<file path="config.mk">
export PLATFORM = sky130hd
export DESIGN_NAME = mul_div_sequencer
export DESIGN_NICKNAME = d
export VERILOG_FILES = /design/src/rtl/mul_div_sequencer_pkg.sv /design/src/rtl/mul_div_step.sv /design/src/rtl/mul_div_sequencer.sv
export SDC_FILE = /design/constraint.sdc
export NUM_CORES = 1
export LEC_CHECK = 0
export BUFFER_PORTS_ARGS = -buffer_cell sky130_fd_sc_hd__buf_2
export CAP_MARGIN = 20
export CORE_ASPECT_RATIO = 2
export CORE_MARGIN = 10
export CORE_UTILIZATION = 40
export CTS_CLUSTER_DIAMETER = 40
export CTS_CLUSTER_SIZE = 20
export DETAILED_ROUTE_END_ITERATION = 10
export GPL_TIMING_DRIVEN = 0
export HOLD_SLACK_MARGIN = 0.15
export PLACE_DENSITY = 0.71
export SYNTH_ARGS = -nofsm -noshare
export SYNTH_HDL_FRONTEND = slang
export SYNTH_HIERARCHICAL = 1
export SYNTH_SLANG_ARGS = --single-unit
</file>
<file path="constraint.sdc">
create_clock -name clk -period 3.5 [get_ports clk]
set_clock_uncertainty 0.15 [all_clocks]
set_input_delay 0.525 -clock clk [delete_from_list [all_inputs] [get_ports clk]]
set_output_delay 0.525 -clock clk [all_outputs]
set_load 0.005 [all_outputs]
</file>
<file path="src/rtl/mul_div_sequencer_pkg.sv">
// Shared definitions for the MULT/DIV sequencer: ALUCon encodings,
// FSM states and the default operand width.
package mul_div_sequencer_pkg;

  localparam int DEF_WIDTH = 32;

  localparam logic [3:0] ALU_AND  = 4'b0000;
  localparam logic [3:0] ALU_OR   = 4'b0001;
  localparam logic [3:0] ALU_ADD  = 4'b0010;
  localparam logic [3:0] ALU_MULT = 4'b0011;
  localparam logic [3:0] ALU_DIV  = 4'b0101;
  localparam logic [3:0] ALU_SUB  = 4'b0110;
  localparam logic [3:0] ALU_SLT  = 4'b0111;

  typedef enum logic [1:0] {
    S_IDLE,
    S_CALC,
    S_FIX,
    S_DONE
  } state_t;

  function automatic logic is_muldiv(input logic [3:0] op);
    return (op == ALU_MULT) || (op == ALU_DIV);
  endfunction

endpackage

</file>
<file path="src/rtl/mul_div_step.sv">
// One iteration of the shared datapath: shift-add multiply step or
// restoring-divide step on the {upper, lower} accumulator.
module mul_div_step
  import mul_div_sequencer_pkg::*;
#(
  parameter int WIDTH = DEF_WIDTH
) (
  input  logic               div,
  input  logic [2*WIDTH-1:0] acc,
  input  logic [WIDTH-1:0]   operand,
  output logic [2*WIDTH-1:0] acc_next
);

  logic [WIDTH:0]   sum;
  logic [WIDTH:0]   rem_sh;
  logic [WIDTH-1:0] diff;
  logic             fits;

  always_comb begin
    sum = {1'b0, acc[2*WIDTH-1:WIDTH]};
    if (acc[0]) begin
      sum = sum + {1'b0, operand};
    end
    // rem_sh keeps the bit shifted out of rem so the trial compare is exact
    rem_sh = acc[2*WIDTH-1:WIDTH-1];
    fits   = rem_sh >= {1'b0, operand};
    diff   = rem_sh[WIDTH-1:0] - operand;
    if (!div) begin
      acc_next = {sum, acc[WIDTH-1:1]};
    end else if (fits) begin
      acc_next = {diff, acc[WIDTH-2:0], 1'b1};
    end else begin
      acc_next = {rem_sh[WIDTH-1:0], acc[WIDTH-2:0], 1'b0};
    end
  end

endmodule

</file>
<file path="src/rtl/mul_div_sequencer.sv">
// Iterative MULT/DIV sequencer writing HI/LO. Define MULDIV_SIGNED_EN
// for two's-complement operands; default build is MULTU/DIVU.
module mul_div_sequencer
  import mul_div_sequencer_pkg::*;
#(
  parameter int WIDTH = DEF_WIDTH
) (
  input  logic             clk,
  input  logic             reset,
  input  logic             start,
  input  logic [3:0]       ALUCon,
  input  logic [WIDTH-1:0] a,
  input  logic [WIDTH-1:0] b,
  output logic             busy,
  output logic             done,
  output logic             div_zero,
  output logic [WIDTH-1:0] hi,
  output logic [WIDTH-1:0] lo
);

  localparam logic [5:0] LAST = 6'(WIDTH - 1);

  state_t             state;
  logic [5:0]         count;
  logic               is_div;
  logic               op_div;
  logic               accept;
  logic [WIDTH-1:0]   operand;
  logic [2*WIDTH-1:0] acc;
  logic [2*WIDTH-1:0] acc_next;
  logic [WIDTH-1:0]   a_mag;
  logic [WIDTH-1:0]   b_mag;
  logic [WIDTH-1:0]   hi_fix;
  logic [WIDTH-1:0]   lo_fix;

  assign accept = start && is_muldiv(ALUCon);
  assign op_div = (ALUCon == ALU_DIV);

`ifdef MULDIV_SIGNED_EN
  logic               sign_a;
  logic               sign_b;
  logic [2*WIDTH-1:0] prod;

  always_comb begin
    a_mag = a[WIDTH-1] ? -a : a;
    b_mag = b[WIDTH-1] ? -b : b;
    prod  = (sign_a ^ sign_b) ? -acc : acc;
    if (is_div) begin
      lo_fix = (sign_a ^ sign_b) ? -acc[WIDTH-1:0]
                                 : acc[WIDTH-1:0];
      // remainder follows the dividend's sign
      hi_fix = sign_a ? -acc[2*WIDTH-1:WIDTH]
                      : acc[2*WIDTH-1:WIDTH];
    end else begin
      lo_fix = prod[WIDTH-1:0];
      hi_fix = prod[2*WIDTH-1:WIDTH];
    end
  end
`else
  always_comb begin
    a_mag  = a;
    b_mag  = b;
    lo_fix = acc[WIDTH-1:0];
    hi_fix = acc[2*WIDTH-1:WIDTH];
  end
`endif

  mul_div_step #(
    .WIDTH(WIDTH)
  ) u_step (
    .div     (is_div),
    .acc     (acc),
    .operand (operand),
    .acc_next(acc_next)
  );

  always_ff @(posedge clk) begin
    if (reset) begin
      state    <= S_IDLE;
      count    <= '0;
      is_div   <= 1'b0;
      operand  <= '0;
      acc      <= '0;
      busy     <= 1'b0;
      done     <= 1'b0;
      div_zero <= 1'b0;
      hi       <= '0;
      lo       <= '0;
`ifdef MULDIV_SIGNED_EN
      sign_a   <= 1'b0;
      sign_b   <= 1'b0;
`endif
    end else begin
      unique case (state)
        S_IDLE: begin
          if (accept) begin
            is_div   <= op_div;
            operand  <= op_div ? b_mag : a_mag;
            acc      <= {{WIDTH{1'b0}}, op_div ? a_mag : b_mag};
            count    <= '0;
            div_zero <= 1'b0;
            busy     <= 1'b1;
            state    <= S_CALC;
`ifdef MULDIV_SIGNED_EN
            sign_a   <= a[WIDTH-1];
            sign_b   <= b[WIDTH-1];
`endif
          end
        end
        S_CALC: begin
          acc   <= acc_next;
          count <= count + 6'd1;
          if (count == LAST) begin
            state <= S_FIX;
          end
        end
        S_FIX: begin
          hi       <= hi_fix;
          lo       <= lo_fix;
          div_zero <= is_div && (operand == '0);
          done     <= 1'b1;
          state    <= S_DONE;
        end
        S_DONE: begin
          done  <= 1'b0;
          busy  <= 1'b0;
          state <= S_IDLE;
        end
        default: state <= S_IDLE;
      endcase
    end
  end

endmodule

</file>
# Yosys cells after proc, flatten, opt, wreduce, memory -nomap -nowiden
# Index checks and enable logic that the tools add are counted.
[word_totals] out_inout_bits=67 regBits=172 elab_cells=53 input_bits=71
[classes] reduce_logical=14 muxes=17 n_lt_le_gt_ge=1 addsub=3 n_eq_ne=8
[op_table] op="$mux W64" n=3
[op_table] op="$pmux W64 S2" n=1
[op_table] op="$mux W32" n=2
[op_table] op="$add A32 B32 Y33" n=1
[op_table] op="$ge A33 B32 Y1" n=1
[op_table] op="$mux W33" n=1
[op_table] op="$logic_not A32 Y1" n=1
[op_table] op="$sub A32 B32 Y32" n=1
[op_table] op="$pmux W6 S2" n=1
[op_table] op="$reduce_and A2 Y1" n=5
[op_table] op="$pmux W2 S4" n=1
[op_table] op="$reduce_bool A2 Y1" n=4
[op_table] op="$add A6 B1 Y6 const B" n=1
[op_table] op="$eq A6 B5 Y1 const B" n=1
[op_table] op="$mux W6" n=1
[op_table] op="$pmux W1 S2" n=3
[op_table] op="$eq A2 B2 Y1 const B" n=2
[op_table] op="$eq A4 B2 Y1 const B" n=1
[op_table] op="$eq A4 B3 Y1 const B" n=1
[op_table] op="$mux W2" n=2
[op_table] op="$ne A2 B2 Y1 const B" n=2
[op_table] op="$eq A2 B1 Y1 const B" n=1
[op_table] op="$logic_and A1 B1 Y1" n=2
[op_table] op="$logic_not A2 Y1" n=1
[op_table] op="other kinds (2)" n=3

# Depth between registers and ports, before layout
[logic_depth] depth_word=5 ltp_mapped=15 ltp_nobuf=14

# By module
# Netlist, hierarchy kept.
[modules_own_cells] mod="mul_div_sequencer" n_inst=1 seq_area_each_um2=3443.3 area_each_um2=7647.3 cells_each=792
[modules_own_cells] mod="mul_div_step" n_inst=1 seq_area_each_um2=0.0 area_each_um2=5009.8 cells_each=718

# Worst setup path after synthesis
# OpenSTA, ideal clock, no wires.
[synth_timing] kind="reg-to-reg" startpoint="reg acc[32]" endpoint="reg acc[61]" n_path_buf=0 setup_ns=0.132 path_stages_with_launch=13 required_ns=3.218 setup_slack_ns=0.128 t_arrival_ns=3.090 period_less_slack_ns=3.372 path_cell_list="dfxtp_1 ha_1 fa_1 a211oi_1 nor3_2 or3b_4 and4bb_4 o21a_1 or4_1 a31oi_1 a21oi_1 nand3_1 a21oi_1"
[synth_between] elab_chain_len=4 word_cells_on_any_way=7 classes_between="add/sub: 2; order compare: 1; mux: 4"
[synth_rtl] item="start, declared" line_no="mul_div_sequencer.sv:29" rtl="logic [2*WIDTH-1:0] acc;"
[synth_rtl] item="start signal, assigned" line_no="mul_div_sequencer.sv:99" rtl="acc <= {{WIDTH{1'b0}}, op_div ? a_mag : b_mag};"
[synth_rtl] item="start signal, assigned" line_no="mul_div_sequencer.sv:111" rtl="acc <= acc_next;"
[synth_rtl] item="$add A32 B32 Y33, or another cell as far along" line_no="mul_div_step.sv:22" rtl="sum = sum + {1'b0, operand};"
[synth_rtl] item="$mux W33 / $mux W64 (equally long branches)" line_no="mul_div_step.sv:21, mul_div_step.sv:30"
[synth_rtl] item="$mux W64 *" line_no="mul_div_step.sv:28" rtl="if (!div) begin"
[synth_rtl] item="net acc_next[61]" line_no="mul_div_sequencer.sv:30" rtl="logic [2*WIDTH-1:0] acc_next;"
[synth_rtl] item="$pmux W64 S2 *" line_no="mul_div_sequencer.sv:94" rtl="unique case (state)"
# The timed path passes the listed nets; every way through them passes the cells marked *.
# A chain may end at the register's enable or synchronous reset.

# Worst setup path in the final report
[layout_timing] startpoint="reg acc[31]" endpoint="reg acc[60]"
[layout_between] elab_chain_len=4 word_cells_on_any_way=5 classes_between="add/sub: 1; order compare: 1; mux: 3"
[layout_rtl] item="$sub A32 B32 Y32 / $ge A33 B32 Y1 (equally long branches)" line_no="mul_div_step.sv:27, mul_div_step.sv:26"
[layout_rtl] item="$mux W64 *" line_no="mul_div_step.sv:30" rtl="end else if (fits) begin"
[layout_rtl] item="$mux W64 *" line_no="mul_div_step.sv:28"
[layout_rtl] item="net acc_next[60]" line_no="mul_div_sequencer.sv:30"
[layout_rtl] item="$pmux W64 S2 *" line_no="mul_div_sequencer.sv:94"
# Marks and branches as above.

==> qor.csv <==
stage,metric,value,unit
status,run_status,"complete, but fails checks",
status,violations,negative setup slack,
power_and_ir_drop,p_leak,0.006187,uW
cts,htree_levels,4,
worst_setup_path,critPathLaunchType,flip-flop,
detailed_routing,first_iter_violations,788,
timing,tns,-0.01736,ns
floorplanning,ios,138,
timing,worstMarginPinSlew,0.9282,ns
worst_setup_path,cp.required,3.74,ns
logic_synthesis,syn_area,12660,sq um
timing,clock.fmax,284.7,MHz
worst_setup_path,endpoint_kind,flip-flop,
job,cap_viol_max_count,0,
finish,diodes,0,
timing,fin_ws,-0.01290,ns
detailed_routing,drc_errors,0,
global_route,grt_max_degree,17,
timing,rsz0062_at_grt,yes,
detailed_routing,firstDrtPassIters,7,
finish,final_cells,2123,
power_and_ir_drop,finalPower,7383,uW
logic_synthesis,synthDistinctLibCells,84,
place,place_congestion,1.002,
worst_hold_path,hold_start,a[0],
global_route,grtUsageTotal,23.03,%
floorplanning,die_h,271.6,um
cts,cts_tree,done,
worst_setup_path,crit_path_start,acc[31],
logic_synthesis,syn-num-nets,1653,
timing,slew_headroom,38.12,%
logic_synthesis,yosys_warnings,6,
worst_setup_path,r2r-start,acc[31],
cts,clk_pin_slew,0.07,ns
logic_synthesis,syn_avg_cell_area,8.382,sq um
cts,postCtsHoldBufs,0,
timing,hold_viol,0,
worst_hold_path,hold_class,in -> reg,
detailed_routing,ant_nets,0,
power_and_ir_drop,powerDensity,479.4,nW/um^2
cts,clock_sinks,172,
detailed_routing,routedWlPerCell,22.81,um
floorplanning,initial_core_util,40.28,%
floorplanning,core,31430,sq um
global_route,globalRouteOverflowTotal,0,
logic_synthesis,post-synth-top-area-fraction,27.20,%
place,placed_area,13870,sq um
global_route,grt_pass1_wl,71.89,mm
timing,drv_slew,0,
cts,worstSkewPairLatency,0.46,ns
timing,finalSetupViolCount,2,
logic_synthesis,yosys.area.top_type,dfxtp_1,
power_and_ir_drop,ir_worst_vdd,0.4211,mV
floorplanning,die-area,39590,sq um
global_route,grt_pass1_vias,12993,
worst_setup_path,critPathKind,reg -> reg,
detailed_routing,wl,48.44,mm
place,dp.cells,2069,
global_route,antenna_found_initial,0,
logic_synthesis,async_flop_share,0,%
logic_synthesis,seq_area_frac_synth,27.20,%
timing,post-route-min-period,3.513,ns
timing,final.period_utilization,100.4,%
place,port_buffers,136,
logic_synthesis,synth_edf_count,0,
logic_synthesis,synth_seq_cells,172,
cts,ctsRootBufferMaster,clkbuf_16,
logic_synthesis,synthFlopType,dfxtp_1,
finish,final_layout_size_suffix_gt1_share,27.18,%
cts,clockBufferDepth,2,
floorplanning,rows,92,
detailed_routing,vias_per_cell,5.889,
floorplanning,die_w,145.8,um
worst_setup_path,path_max_fanout,4,
logic_synthesis,synthCells,1510,
cts,numCtsBuffers,17,
place,dp_hpwl,37.43,mm
detailed_routing,num_vias,12502,
finish,nets,1831,
finish,area_growth,21.66,%
finish,final_cell_area,15400,sq um
worst_setup_path,arrival,3.75,ns
logic_synthesis,synthTopCellsByArea,"dfxtp_1, mux2i_1, ha_1",
logic make-up after synthesis:
logic type	share of synthesized area [%]
AOI/OAI and AO/OA	23.49
muxes	15.33
xor gates and xnor gates	2.966
and+or+nand+nor	17.34
DFF	27.20
adders and majority gates	7.236
buffers and inverters	6.435
per-stage QoR:
step	hold WS, ns	utilization [%]	setup WS (ns)
finish	0.2774	49.00	-0.01290
CTS	0.2622	47.26	-0.03597
floorplan	0.2944	-	0.1282
detailed placement	0.2924	44.13	-0.9572
global route	0.3220	49.00	-0.1206
global placement	0.2910	44.13	-0.9965
worst max-delay path, stage by stage, from the launching register on:
cell	delay (ns)
dfxtp_2	0.33
inv_2	0.09
ha_4	0.14
inv_2	0.04
fa_2	0.39
a21o_1	0.19
a221o_2	0.38
nand4_1	0.25
a2111oi_4	0.11
buf_4	0.17
nor3_4	0.28
buf_4	0.16
o2111a_1	0.22
o31ai_4	0.08
a31oi_1	0.19
nand3_1	0.11
a21oi_2	0.16
state kept, by name, indices dropped and copies added (netlist names):
signal,cells
count,6
busy,1
operand,32
done,1
state,2
hi,32
is_div,1
div_zero,1
acc,64
lo,32
repair_timing:
item / in CTS / in global routing
buffers inserted: 12 / 16
endpoints found under the setup margin: 33 / 33
pin swaps: 23 / 42
gates resized for setup: 82 / 78
cloned: 0 / 3
cells in the final DEF (no fill, tap or decap), types with 13 or more instances in the layout:
cell and n:
a211oi_1 20, a211oi_2 32, a21o_1 35, a21oi_1 127
a21oi_2 15, a31oi_1 16, buf_2 155, buf_4 34
clkbuf_1 44, clkbuf_16 20, dfxtp_1 141, dfxtp_2 24
ha_1 49, ha_4 13, inv_1 52, mux2_2 47
mux2_4 14, mux2i_1 117, nand2_1 127, nand2b_1 38
nand3_1 49, nand4_1 16, nor2_1 127, nor2b_1 14
nor3_1 14, o211ai_1 26, o21ai_0 36, xnor2_1 26
xor2_1 15
power breakdown:
part / internal [uW] / switching, uW / leakage, uW
clock network: 1090 / 887 / 0.000285
logic: 1390 / 1830 / 0.00450
registers: 2060 / 129 / 0.00141
final cells by class:
class                   count  area (sq um)
clock inverters            12         137.6
plain buffers             101         640.6
fillers                  3012         16030
clock buffers              19         452.9
flip-flops and latches    172          3500
inverters                  55         209.0
multi-input cells        1174          8939
well taps                 423         529.3
repair buffers            167         991.0
Yosys cell counts (10+ instances only):
library cell  count
nand3_1          51
nor2b_1          14
mux2i_1         120
xnor2_1          26
clkbuf_1         52
inv_1            55
a211oi_1         24
buf_1            12
ha_1             70
a31oi_1          18
nor2_1          128
a21o_1           35
o211ai_1         26
mux2_4           14
a21oi_1         143
nand4_1          16
buf_4            10
and3_1           13
xor2_1           15
dfxtp_1         172
o21ai_0          38
a211oi_2         29
nor3_1           16
buf_2            23
o31ai_1          10
nand2b_1         38
o21bai_1         10
nand2_1         129
mux2_2           47
nor4_1           11
routing by layer:
metal  up-vias  GRT usage, %  part of all wire [%]
met2       499         43.54                    52
met4         0         19.29                   9.0
met5         -             0                     0
li1       5858             -                     -
met3       215         3.783                   4.9
met1      5930         20.84                    34
worst paths after layout:
kind,endpoint,slack (ns),cells after the start
max,acc[60],-0.01,16
min,operand[0],0.28,3
max reg2reg,acc[60],-0.01,16
min reg2reg,done,0.31,1
Power figures use the tool's default switching activity.
